[src/rtl/fifo_wr_arb.sv]
// Round-robin arbiter sharing one FIFO write port among SRC_NUM producers, with fill-level throttling.
// Optional drop counter outputs are enabled by defining FIFO_WR_ARB_DROP_CNT_EN.
module fifo_wr_arb #(
    parameter int SRC_NUM = 4,
    parameter int DATA_W  = 10,
    parameter int USEDW_W = 6,
    parameter int FULL_TH = 61,
    parameter int BURST   = 8
) (
    input  logic                        clk,
    input  logic                        rst_n,
    input  logic [SRC_NUM-1:0]          req,
    input  logic [SRC_NUM*DATA_W-1:0]   src_data,
    input  logic [SRC_NUM-1:0]          src_vld,
    output logic [SRC_NUM-1:0]          grant,
    input  logic [USEDW_W-1:0]          wrusedw,
    output logic                        fifo_wr,
    output logic [DATA_W-1:0]           fifo_data,
`ifdef FIFO_WR_ARB_DROP_CNT_EN
    output logic [15:0]                 drop_cnt,
    output logic                        drop_err,
`endif
    output logic                        busy
);

    localparam int IDX_W = (SRC_NUM > 1) ? $clog2(SRC_NUM) : 1;
    localparam logic [IDX_W:0]   SRC_NUM_V = (IDX_W+1)'(SRC_NUM);
    localparam logic [IDX_W-1:0] LAST_RST  = IDX_W'(SRC_NUM - 1);
    localparam logic [USEDW_W:0] FULL_TH_V = (USEDW_W+1)'(FULL_TH);
    localparam logic [7:0]       BURST_V   = 8'(BURST);
    localparam logic [SRC_NUM-1:0] ONE_HOT0 = SRC_NUM'(1);

    typedef enum logic [1:0] {IDLE, GRANT, PAUSE} state_t;

    state_t               state_reg, state_next;
    logic [SRC_NUM-1:0]   grant_reg, grant_next;
    logic                 fifo_wr_reg, fifo_wr_next;
    logic [DATA_W-1:0]    fifo_data_reg, fifo_data_next;
    logic [7:0]           cnt_reg, cnt_next;
    logic [IDX_W-1:0]     last_reg, last_next;
    logic [IDX_W-1:0]     cur_reg, cur_next;

    logic [USEDW_W:0]     fill;
    logic                 space_ok;
    logic [SRC_NUM-1:0]   accept_vec;
    logic                 accept;
    logic [DATA_W-1:0]    accept_data;
    logic [DATA_W-1:0]    masked_data [SRC_NUM];
    logic [IDX_W-1:0]     cand [SRC_NUM];
    logic                 found;
    logic [IDX_W-1:0]     win;
    logic [7:0]           cnt_inc;

    // The in-flight write is counted so the threshold sees the word about to land.
    assign fill       = {1'b0, wrusedw} + {{USEDW_W{1'b0}}, fifo_wr_reg};
    assign space_ok   = fill < FULL_TH_V;
    assign accept_vec = grant_reg & src_vld;
    assign accept     = |accept_vec;
    assign cnt_inc    = cnt_reg + 8'd1;

    generate
        for (genvar gi = 0; gi < SRC_NUM; gi++) begin : g_src
            logic [IDX_W:0] sum;
            assign masked_data[gi] = accept_vec[gi] ? src_data[gi*DATA_W +: DATA_W] : '0;
            assign sum       = {1'b0, last_reg} + (IDX_W+1)'(gi + 1);
            assign cand[gi]  = (sum >= SRC_NUM_V) ? IDX_W'(sum - SRC_NUM_V) : IDX_W'(sum);
        end
    endgenerate

    always_comb begin
        accept_data = '0;
        for (int k = 0; k < SRC_NUM; k++) begin
            accept_data = accept_data | masked_data[k];
        end
    end

    // cand[] walks from last+1 around the ring, so the first hit is the round-robin winner.
    always_comb begin
        found = 1'b0;
        win   = '0;
        for (int k = 0; k < SRC_NUM; k++) begin
            if (!found && req[cand[k]]) begin
                found = 1'b1;
                win   = cand[k];
            end
        end
    end

    always_comb begin
        state_next     = state_reg;
        grant_next     = grant_reg;
        cnt_next       = cnt_reg;
        last_next      = last_reg;
        cur_next       = cur_reg;
        fifo_wr_next   = accept;
        fifo_data_next = accept ? accept_data : fifo_data_reg;
        case (state_reg)
            IDLE: begin
                grant_next = '0;
                if (found && space_ok) begin
                    grant_next = ONE_HOT0 << win;
                    cur_next   = win;
                    cnt_next   = '0;
                    state_next = GRANT;
                end
            end
            GRANT: begin
                if (accept) cnt_next = cnt_inc;
                if ((accept && (cnt_inc == BURST_V)) || !req[cur_reg]) begin
                    state_next = IDLE;
                    grant_next = '0;
                    last_next  = cur_reg;
                end else if (!space_ok) begin
                    state_next = PAUSE;
                    grant_next = '0;
                end
            end
            PAUSE: begin
                grant_next = '0;
                if (!req[cur_reg]) begin
                    state_next = IDLE;
                    last_next  = cur_reg;
                end else if (space_ok) begin
                    state_next = GRANT;
                    grant_next = ONE_HOT0 << cur_reg;
                end
            end
            default: begin
                state_next = IDLE;
                grant_next = '0;
            end
        endcase
    end

    always_ff @(posedge clk or negedge rst_n) begin
        if (!rst_n) begin
            state_reg     <= IDLE;
            grant_reg     <= '0;
            fifo_wr_reg   <= 1'b0;
            fifo_data_reg <= '0;
            cnt_reg       <= '0;
            last_reg      <= LAST_RST;
            cur_reg       <= '0;
        end else begin
            state_reg     <= state_next;
            grant_reg     <= grant_next;
            fifo_wr_reg   <= fifo_wr_next;
            fifo_data_reg <= fifo_data_next;
            cnt_reg       <= cnt_next;
            last_reg      <= last_next;
            cur_reg       <= cur_next;
        end
    end

    assign grant     = grant_reg;
    assign fifo_wr   = fifo_wr_reg;
    assign fifo_data = fifo_data_reg;
    assign busy      = (state_reg != IDLE);

`ifdef FIFO_WR_ARB_DROP_CNT_EN
    logic [15:0] drop_cnt_reg;
    logic        drop_err_reg;
    logic        drop;

    assign drop = |(src_vld & ~grant_reg);

    always_ff @(posedge clk or negedge rst_n) begin
        if (!rst_n) begin
            drop_cnt_reg <= '0;
            drop_err_reg <= 1'b0;
        end else if (drop) begin
            if (drop_cnt_reg != 16'hFFFF) drop_cnt_reg <= drop_cnt_reg + 16'd1;
            drop_err_reg <= 1'b1;
        end
    end

    assign drop_cnt = drop_cnt_reg;
    assign drop_err = drop_err_reg;
`endif

endmodule
[config.mk]
export PLATFORM = sky130hd
export DESIGN_NAME = fifo_wr_arb
export DESIGN_NICKNAME = d
export VERILOG_FILES = /design/src/rtl/fifo_wr_arb.sv
export SDC_FILE = /design/constraint.sdc
export NUM_CORES = 1
export LEC_CHECK = 0
export CAP_MARGIN = 20
export CORE_ASPECT_RATIO = 0.9
export CORE_MARGIN = 8
export CORE_UTILIZATION = 42
export CTS_BUF_LIST = sky130_fd_sc_hd__clkbuf_4 sky130_fd_sc_hd__clkbuf_8
export CTS_CLUSTER_SIZE = 14
export DETAILED_ROUTE_END_ITERATION = 6
export PLACE_DENSITY_LB_ADDON = 0.12
export SYNTH_ARGS = -nofsm -noshare
export SYNTH_HDL_FRONTEND = slang
export SYNTH_SLANG_ARGS = --single-unit
[constraint.sdc]
create_clock -name clk -period 2.2 [get_ports clk]
set_clock_uncertainty 0.2 [all_clocks]
set_input_delay 0.66 -clock clk [delete_from_list [all_inputs] [get_ports clk]]
set_output_delay 0.66 -clock clk [all_outputs]
set_load 0.005 [all_outputs]
; ---- Word level (Yosys, flattened, before mapping)
; Cells that the tools add are included.
[word_totals]
regBits = 29
wordCells = 105
[op_classes]
n_mux = 44
reduce_logical = 19
add_sub_neg = 10
bitwise = 4
eq_ne = 9
magnitude_cmp = 10
shift = 2
[op_table]
columns = operator, n
row1 = 10-bit 2-to-1 mux, 4
row2 = 2-bit 2-to-1 mux, 15
row3 = 10-bit bitwise OR, 3
row4 = 4-bit 2-to-1 mux, 5
row5 = 8-bit 2-to-1 mux, 2
row6 = 8-bit case mux with 2 select lines, 1
row7 = 2-bit by 3-bit less-than comparator with 1-bit output (second input constant), 5
row8 = 3-bit greater-or-equal comparator (second input constant), 4
row9 = 4-bit case mux with 3 select lines, 1
row10 = 1-bit binary-select mux with 2-bit select, 5
row11 = 1-bit 2-to-1 mux, 9
row12 = 3-bit AND reduction, 3
row13 = 8-bit by 1-bit adder with 8-bit output (second input constant), 1
row14 = 8-bit by 4-bit == test with 1-bit output (second input constant), 1
row15 = 2-bit inequality test (second input constant), 4
row16 = 1-bit by 2-bit left shift with 4-bit output (first input constant), 2
row17 = 2-bit by 1-bit subtractor with 2-bit output (second input constant), 4
row18 = 6-bit by 1-bit adder with 7-bit output, 1
row19 = 7-bit by 6-bit less-than comparator with 1-bit output (second input constant), 1
row20 = 2-bit by 2-bit adder with 3-bit output (second input constant), 2
row21 = 3-bit inequality test (second input constant), 2
row22 = 2-bit case mux with 3 select lines, 1
row23 = 2-bit nonzero test, 3
row24 = 1-bit logical AND, 5
row25 = other kinds (11), 14

; ---- Longest topological paths before layout
; Gate-level depths: netlist of run 1.
[logic_depth]
word_depth = 18
depth_mapped = 7

; ---- Least setup slack after synthesis of run 1
; No wires, ideal clock.
[synth_timing]
path_type = input to register
startpoint = in wrusedw[0]
endpoint = reg grant_reg[1] (netlist: grant[1])
setup_slack_ps = -470
n_path_buf = 0
stages = 7
arrival_ps = 2345
path_cell_list = ha_1 > ha_1 > o22ai_1 > a21oi_1 > and2_1 > nand4b_2 > mux2_2
[synth_via]
elab_chain_cells = 5
elab_cells_between_ends = 8
[synth_lines]
columns = item, line_no
row1 = "start, declared", 16  ; input logic [USEDW_W-1:0] wrusedw,
row2 = 6-bit by 1-bit adder with 7-bit output *, 55  ; assign fill = {1'b0, wrusedw} + {{USEDW_W{1'b0}}, fifo_wr_reg};
row3 = 7-bit by 6-bit less-than comparator with 1-bit output *, 56  ; assign space_ok = fill < FULL_TH_V;
row4 = 4-bit 2-to-1 mux or 1-bit logical AND (tied branches), "123, 100"
row5 = 4-bit 2-to-1 mux (on tied branches), "120, 100"
row6 = 4-bit case mux with 3 select lines, 97  ; case (state_reg)
row7 = "end signal, assigned", 146  ; grant_reg <= grant_next;
row8 = "end, declared", 36  ; logic [SRC_NUM-1:0] grant_reg, grant_next;
; Mark *: on every way between the ends. The rest lies on a longest branch, timed or not.
; A chain may end at the register's enable or synchronous reset.

; ---- Worst setup path after layout of run 1
[layout_timing]
startpoint = in wrusedw[0]
endpoint = reg grant_reg[3] (netlist: grant[3])
; The elaborated chain is that of the path after synthesis.

==> flow_metrics.py, run 1 <==
metrics = {
    "detailed_routing": {
        "drcViolationCount": 0,
        "first_pass_iters": 4,
        "wl_per_cell_um": 16.95,
        "viasPerCell": 5.503,
        "detail-route-antenna-nets": 0,
        "drt-total-wl_mm": 6.748,
        "drtIter0Drc": 74,
        "vias": 2190,
    },
    "global_routing": {
        "antenna_found_initial": 1,
        "grt_pass1_wl_mm": 10.85,
        "first_global_vias": 2279,
        "grt_max_degree": 30,
        "overflow": 0,
        "track_usage_pct": 19.13,
    },
    "floorplanning": {
        "start_util_pct": 42.62,
        "die-width_um": 88.91,
        "core_region_area_sq_um": 4715,
        "io_pins": 72,
        "dieArea_sq_um": 7257,
        "fp.dieH_um": 81.62,
        "row_count": 24,
    },
    "synth": {
        "synth_edf_count": 0,
        "yosysSeqAreaShare_pct": 36.24,
        "netlist_instances": 211,
        "syn_avg_cell_area_sq_um": 9.523,
        "async_flop_share_pct": 100.0,
        "synth_top_flop_cell": "dfrtp_1",
        "ys_types": 53,
        "synth_nets": 275,
        "synth.cell_area_sq_um": 2009,
        "synth_warnings": 0,
        "ys_seq_elements": 29,
    },
    "hold_path": {
        "worstHoldStart": "fifo_data[1]",
        "hold_class": "flop to flop",
        "holdPathStages": 2,
        "min_to": "fifo_data[1]",
    },
    "clocking": {
        "cts_tree": "done",
        "cts_sinks": 29,
        "clockBufferDepth": 2,
        "htree_levels": 2,
        "numCtsBuffers": 5,
        "cts_hold_buf": 0,
        "path_clk_slew_ps": 50,
        "clk-insertion-delay-late_ps": 280,
        "root_buffer": "clkbuf_8",
    },
    "outcome": {
        "violations": "negative setup slack",
        "outcome": "finished, violations left",
    },
    "place": {
        "io_buffers": 71,
        "gp_congestion": 0.8609,
        "place_hpwl_mm": 5.097,
    },
    "timing": {
        "setup_viol": 15,
        "post-route-period-util_pct": 106.5,
        "max_freq_mhz": 426.9,
        "max-slew-margin-rel_pct": 76.66,
        "worst_slew_pin_slew_ps": 348.0,
        "post-route-worst-setup-slack_ps": -142.3,
        "rsz0062_at_grt": "true",
        "hold_viol_final": 0,
        "setup-tns-final_ps": -1236,
        "period_minus_slack_ps": 2342,
        "drv_slew": 0,
    },
    "worst_setup_path": {
        "crit_arrival_ps": 2290,
        "cp_max_fo": 7,
        "required_ps": 2150,
        "worstSetupPathType": "input port to flop",
        "critPathLaunchType": "input port",
        "r2r_slack_ps": -90,
        "rr_endpoint": "grant[3]",
        "worstRegToRegCells": 9,
        "end_kind": "flop",
        "r2r_start": "fifo_wr",
    },
    "layout": {
        "area_growth_syn_to_layout_pct": 73.54,
        "drive_above_1_share_pct": 29.82,
        "nets": 396,
        "largest_register_ffs": 10,
    },
    "power_and_ir_drop": {
        "leakage_nw": 1.467,
        "p_per_area_nw_per_um2": 1087,
        "finalPower_mw": 3.789,
        "peakVddDrop_uv": 715.4,
    },
    "job": {
        "drv_cap": 0,
    },
}
## critical path: stages
cell and delay [ps]:
buf_6 90, ha_4 150, ha_4 150, nand3b_1 250, xnor2_4 350, buf_4 170
a21oi_1 60, buf_4 160, a21oi_1 150, mux2i_1 100
## placed cells by master, fill, tap and decap left out, types with 3 or more instances in the layout
cell type,count
a31oi_1,10
nor2_1,18
a21oi_1,11
buf_4,44
ha_1,5
dfrtp_1,26
nand4_1,3
and2_4,3
and2_1,7
nand3_1,6
ha_4,3
a22o_1,3
buf_6,6
dlygate4sd2_1,9
clkdlybuf4s50_1,60
a22oi_1,21
mux2_4,4
mux2i_1,9
clkbuf_8,6
a21o_1,3
nand2_1,9
inv_1,9
## cell families after synthesis
group	Yosys count	share of synthesized area (%)
mux	16	9.527
fa+ha+maj	8	4.982
buf+inv	18	3.425
compound gates	72	26.59
flops	29	36.24
simple gates	64	17.12
xor+xnor	4	2.118
## repair_timing
| item | 4_1_cts | 5_1_grt |
|---|---|---|
| pin swaps | 12 | 11 |
| setup buffers | 9 | 3 |
| endpoints found under the setup margin | 19 | 19 |
| resized for setup | 36 | 14 |
## layer usage
| layer | vias to the layer above | routed length (um) | track usage (%) |
|---|---|---|---|
| li1 | 1052 | - | - |
| met2 | 70 | 3386 | 31.16 |
| met5 | - | 0 | 0 |
| met1 | 1063 | 2837 | 23.51 |
| met4 | 0 | 40 | 3.710 |
| met3 | 5 | 484 | 7.400 |
## final cells by class
cell class	instances	area [sq um]
Inverter	10	37.54
Clock buffer	7	90.09
Sequential cell	29	729.5
Tap cell	65	81.33
Multi-Input combinational cell	164	1418
Antenna cell	1	2.502
Timing Repair Buffer	122	1129
Fill cell	357	1227
## per-stage QoR
step	area [sq um]	setup slack [ps]	instances	util (%)	hold WS (ps)
global placement	3162	-818.1	379	67.06	332.3
CTS	3400	-96.10	394	72.11	352.6
floorplan	2076	-337.6	211	-	164.4
detailed placement	3162	-857.1	379	67.06	340.9
global route	3487	-178.7	398	73.97	376.3
finish	3487	-142.3	398	73.97	352.7
## Yosys cell counts, drive strengths merged, types with 3 or more instances
cell type	number	area (sq um)
mux2i	9	90.09
dfrtp	27	675.7
a22o	3	26.28
buf	3	12.51
a31oi	12	75.07
clkbuf	5	18.77
nor2	18	67.56
a21oi	14	70.07
mux2	6	75.07
inv	10	37.54
xnor2	3	33.79
nand2	9	33.78
and2	10	62.56
a21o	3	22.52
nand4	3	18.77
a22oi	21	157.7
ha	8	100.1
nand3	7	35.03
## worst max-delay path by stage
stage / end / cells after the start / from / slack (ps)
after floorplan: cnt_reg[0] / 7 / wrusedw[0] / -340
after global placement: cnt_reg[0] / 8 / wrusedw[0] / -820
after detailed placement: cnt_reg[0] / 8 / wrusedw[0] / -860
after CTS: state_reg[1] / 9 / wrusedw[0] / -100
after global routing: grant[0] / 10 / wrusedw[0] / -180
final: grant[3] / 10 / wrusedw[0] / -140
## report_power, final
group | total (mW) | leakage, nW | switching (mW) | internal, mW
combinational | 2.39 | 1.06 | 1.08 | 1.31
clock | 0.448 | 0.0477 | 0.189 | 0.260
sequential | 0.955 | 0.364 | 0.187 | 0.768
(Power assumes the default switching activity.)
==> run 2: changes to the inputs <==
CTS_BUF_LIST = sky130_fd_sc_hd__clkbuf_8   (was sky130_fd_sc_hd__clkbuf_4 sky130_fd_sc_hd__clkbuf_8)
MAX_ROUTING_LAYER = met4   (was default)
==> run 2 against run 1 <==
Against the previous run: the run still ends with negative setup slack left; critical path depth unchanged; power down 0.73%; sequential power about the same; largest power group unchanged.
==> flow_metrics.py, run 2 (synthesized netlist as in run 1, its figures left out) <==
metrics = {
    "floorplanning": {
        "die-width_um": 88.91,
        "start_util_pct": 42.62,
        "io_pins": 72,
        "row_count": 24,
        "core_region_area_sq_um": 4715,
        "dieArea_sq_um": 7257,
        "fp.dieH_um": 81.62,
    },
    "global_routing": {
        "met3_usage_pct": 5.900,
        "grt_util_met1_pct": 24.28,
        "antenna_found_initial": 1,
        "grt_pass1_wl_mm": 10.70,
        "grt_busiest_layer": "met2",
        "first_global_vias": 2259,
        "use_met2_pct": 30.35,
        "overflow": 0,
        "track_usage_pct": 19.35,
        "grt_max_degree": 30,
    },
    "worst_setup_path": {
        "worstRegToRegCells": 9,
        "critPathLaunchType": "input port",
        "slowest_stage": "xnor2_4",
        "startpoint": "wrusedw[0]",
        "cp_max_fo": 7,
        "rr_endpoint": "grant[3]",
        "r2r_start": "fifo_wr",
        "worstPathCellList": "buf_6 > ha_4 > ha_4 > nand3b_1 > xnor2_4 > buf_4 > a21oi_1 > buf_4 > a21oi_1 > mux2i_1",
        "crit_arrival_ps": 2310,
        "cpPeakStageDelay_ps": 350,
        "r2r_slack_ps": -110,
        "worstSetupPathType": "input port to flop",
        "required_ps": 2150,
        "end_kind": "flop",
    },
    "layout": {
        "utilization_pct": 73.75,
        "area_growth_syn_to_layout_pct": 73.04,
        "multi_input_area_sq_um": 1405,
        "drive_above_1_share_pct": 30.03,
        "layout_common_cells": "59 x clkdlybuf4s50_1, 45 x buf_4, 26 x dfrtp_1",
        "nets": 397,
        "seq_area_sq_um": 729.5,
        "final_common_cell": "clkdlybuf4s50_1",
        "largest_register_ffs": 10,
        "fillers": 360,
        "stdcell_count": 399,
    },
    "hold_path": {
        "hold_class": "flop to flop",
        "min_to": "fifo_data[1]",
        "worstHoldStart": "fifo_data[1]",
        "holdPathStages": 2,
    },
    "timing": {
        "drv_slew": 0,
        "period_minus_slack_ps": 2356,
        "rsz0062_at_grt": "true",
        "setup_viol": 15,
        "max-slew-margin-rel_pct": 74.36,
        "hold_viol_final": 0,
        "max_freq_mhz": 424.5,
        "hold_slack_ps": 350.9,
        "worst_slew_pin_slew_ps": 382.2,
        "post-route-worst-setup-slack_ps": -155.8,
        "post-route-period-util_pct": 107.1,
    },
    "outcome": {
        "violations": "negative setup slack",
        "outcome": "finished, violations left",
    },
    "detailed_routing": {
        "drtIter0Drc": 87,
        "wl_per_cell_um": 16.75,
        "first_pass_iters": 4,
        "drt-total-wl_mm": 6.685,
        "viasPerCell": 5.469,
        "drcViolationCount": 0,
        "detail-route-antenna-nets": 0,
        "vias": 2182,
    },
    "place": {
        "gp_congestion": 0.8748,
        "io_buffers": 71,
        "place_hpwl_mm": 5.097,
        "place_inst": 379,
    },
    "clocking": {
        "clk-insertion-delay-late_ps": 280,
        "cts_hold_buf": 0,
        "numCtsBuffers": 5,
        "cts_tree": "done",
        "htree_levels": 2,
        "cts_sinks": 29,
        "path_clk_slew_ps": 60,
        "clockBufferDepth": 2,
        "root_buffer": "clkbuf_8",
    },
    "power_and_ir_drop": {
        "seq_power_share_pct": 25.4,
        "swShare_pct": 38.54,
        "power.share.clock_pct": 11.6,
        "p_int_mw": 2.312,
        "p_comb_share_pct": 63.1,
        "peakVddDrop_uv": 730.6,
        "p_per_area_nw_per_um2": 1082,
        "leakage_nw": 1.475,
        "switchingPower_mw": 1.449,
    },
    "job": {
        "drv_cap": 0,
    },
}
## run 2: changes by cell type in the layout (fill, tap and decap cells not counted)
cell / previous run / this run
nand2_1: 9 / 8
a21oi_2: 1 / 2
a21oi_4: 2 / 1
o22ai_4: 1 / 0
dlygate4sd2_1: 9 / 10
clkdlybuf4s50_1: 60 / 59
o22ai_2: 0 / 1
clkbuf_4: 1 / 0
nand2_2: 0 / 1
inv_1: 9 / 10
buf_4: 44 / 45
## run 2: per-layer routing
metal | routed length [um] | part of all wire (%) | vias to the layer above
met5 | 0 | 0 | -
met4 | 32 | 0.48 | 0
met3 | 358 | 5.4 | 5
met2 | 3337 | 50 | 68
met1 | 2956 | 44 | 1057
li1 | - | - | 1052
## run 2: how the worst max path moves through the flow
stage                         endpoint  cells after the start  slack, ps
after global routing          grant[1]                      8       -200
after detailed placement    cnt_reg[0]                      8       -860
after floorplan             cnt_reg[0]                      7       -340
after CTS                 state_reg[1]                      9        -90
after global placement      cnt_reg[0]                      8       -820
final                         grant[3]                     10       -160
## run 2: per-stage QoR
stage | instance area [sq um] | setup TNS, ps | worst slack (ps) | power, mW
after global routing | 3477 | -2120 | -195.9 | 4.002
after floorplan | 2076 | -2649 | -337.6 | 2.064
after global placement | 3162 | -14390 | -818.1 | 3.037
after detailed placement | 3162 | -15120 | -857.1 | 3.079
final | 3477 | -1290 | -155.8 | 3.761
after CTS | 3379 | -555.9 | -93.25 | 3.666
## run 2: layout make-up
cell class	instances	share of cell area, %
inverters	10	1.080
multi-input cells	164	40.41
flip-flops and latches	29	20.98
repair buffers	123	32.64
diodes	1	0.07197
clock inverters	1	0.1080
clock buffers	6	2.375
well taps	65	2.339
## run 2: what timing repair did
item                       in CTS  in global routing
gates cloned                    0                  0
setup endpoints to repair      19                 19
resized for setup              35                 15
pin swaps                      11                  6
buffers inserted                8                  4
## run 2: critical path: cells and delay by family
family	cells	cell delay (ps)
compound gates	2	210
simple gates	1	240
buf+inv	3	420
mux	1	100
fa+ha+maj	2	310
xor+xnor	1	350
## run 2: power groups by stage
stage / registers [mW] / clock network, mW / logic, mW
floorplan: 0.936 / 0 / 1.13
global placement: 0.939 / 0 / 2.10
detailed placement: 0.941 / 0 / 2.14
CTS: 0.937 / 0.445 / 2.28
global route: 0.976 / 0.475 / 2.55
finish: 0.954 / 0.436 / 2.37
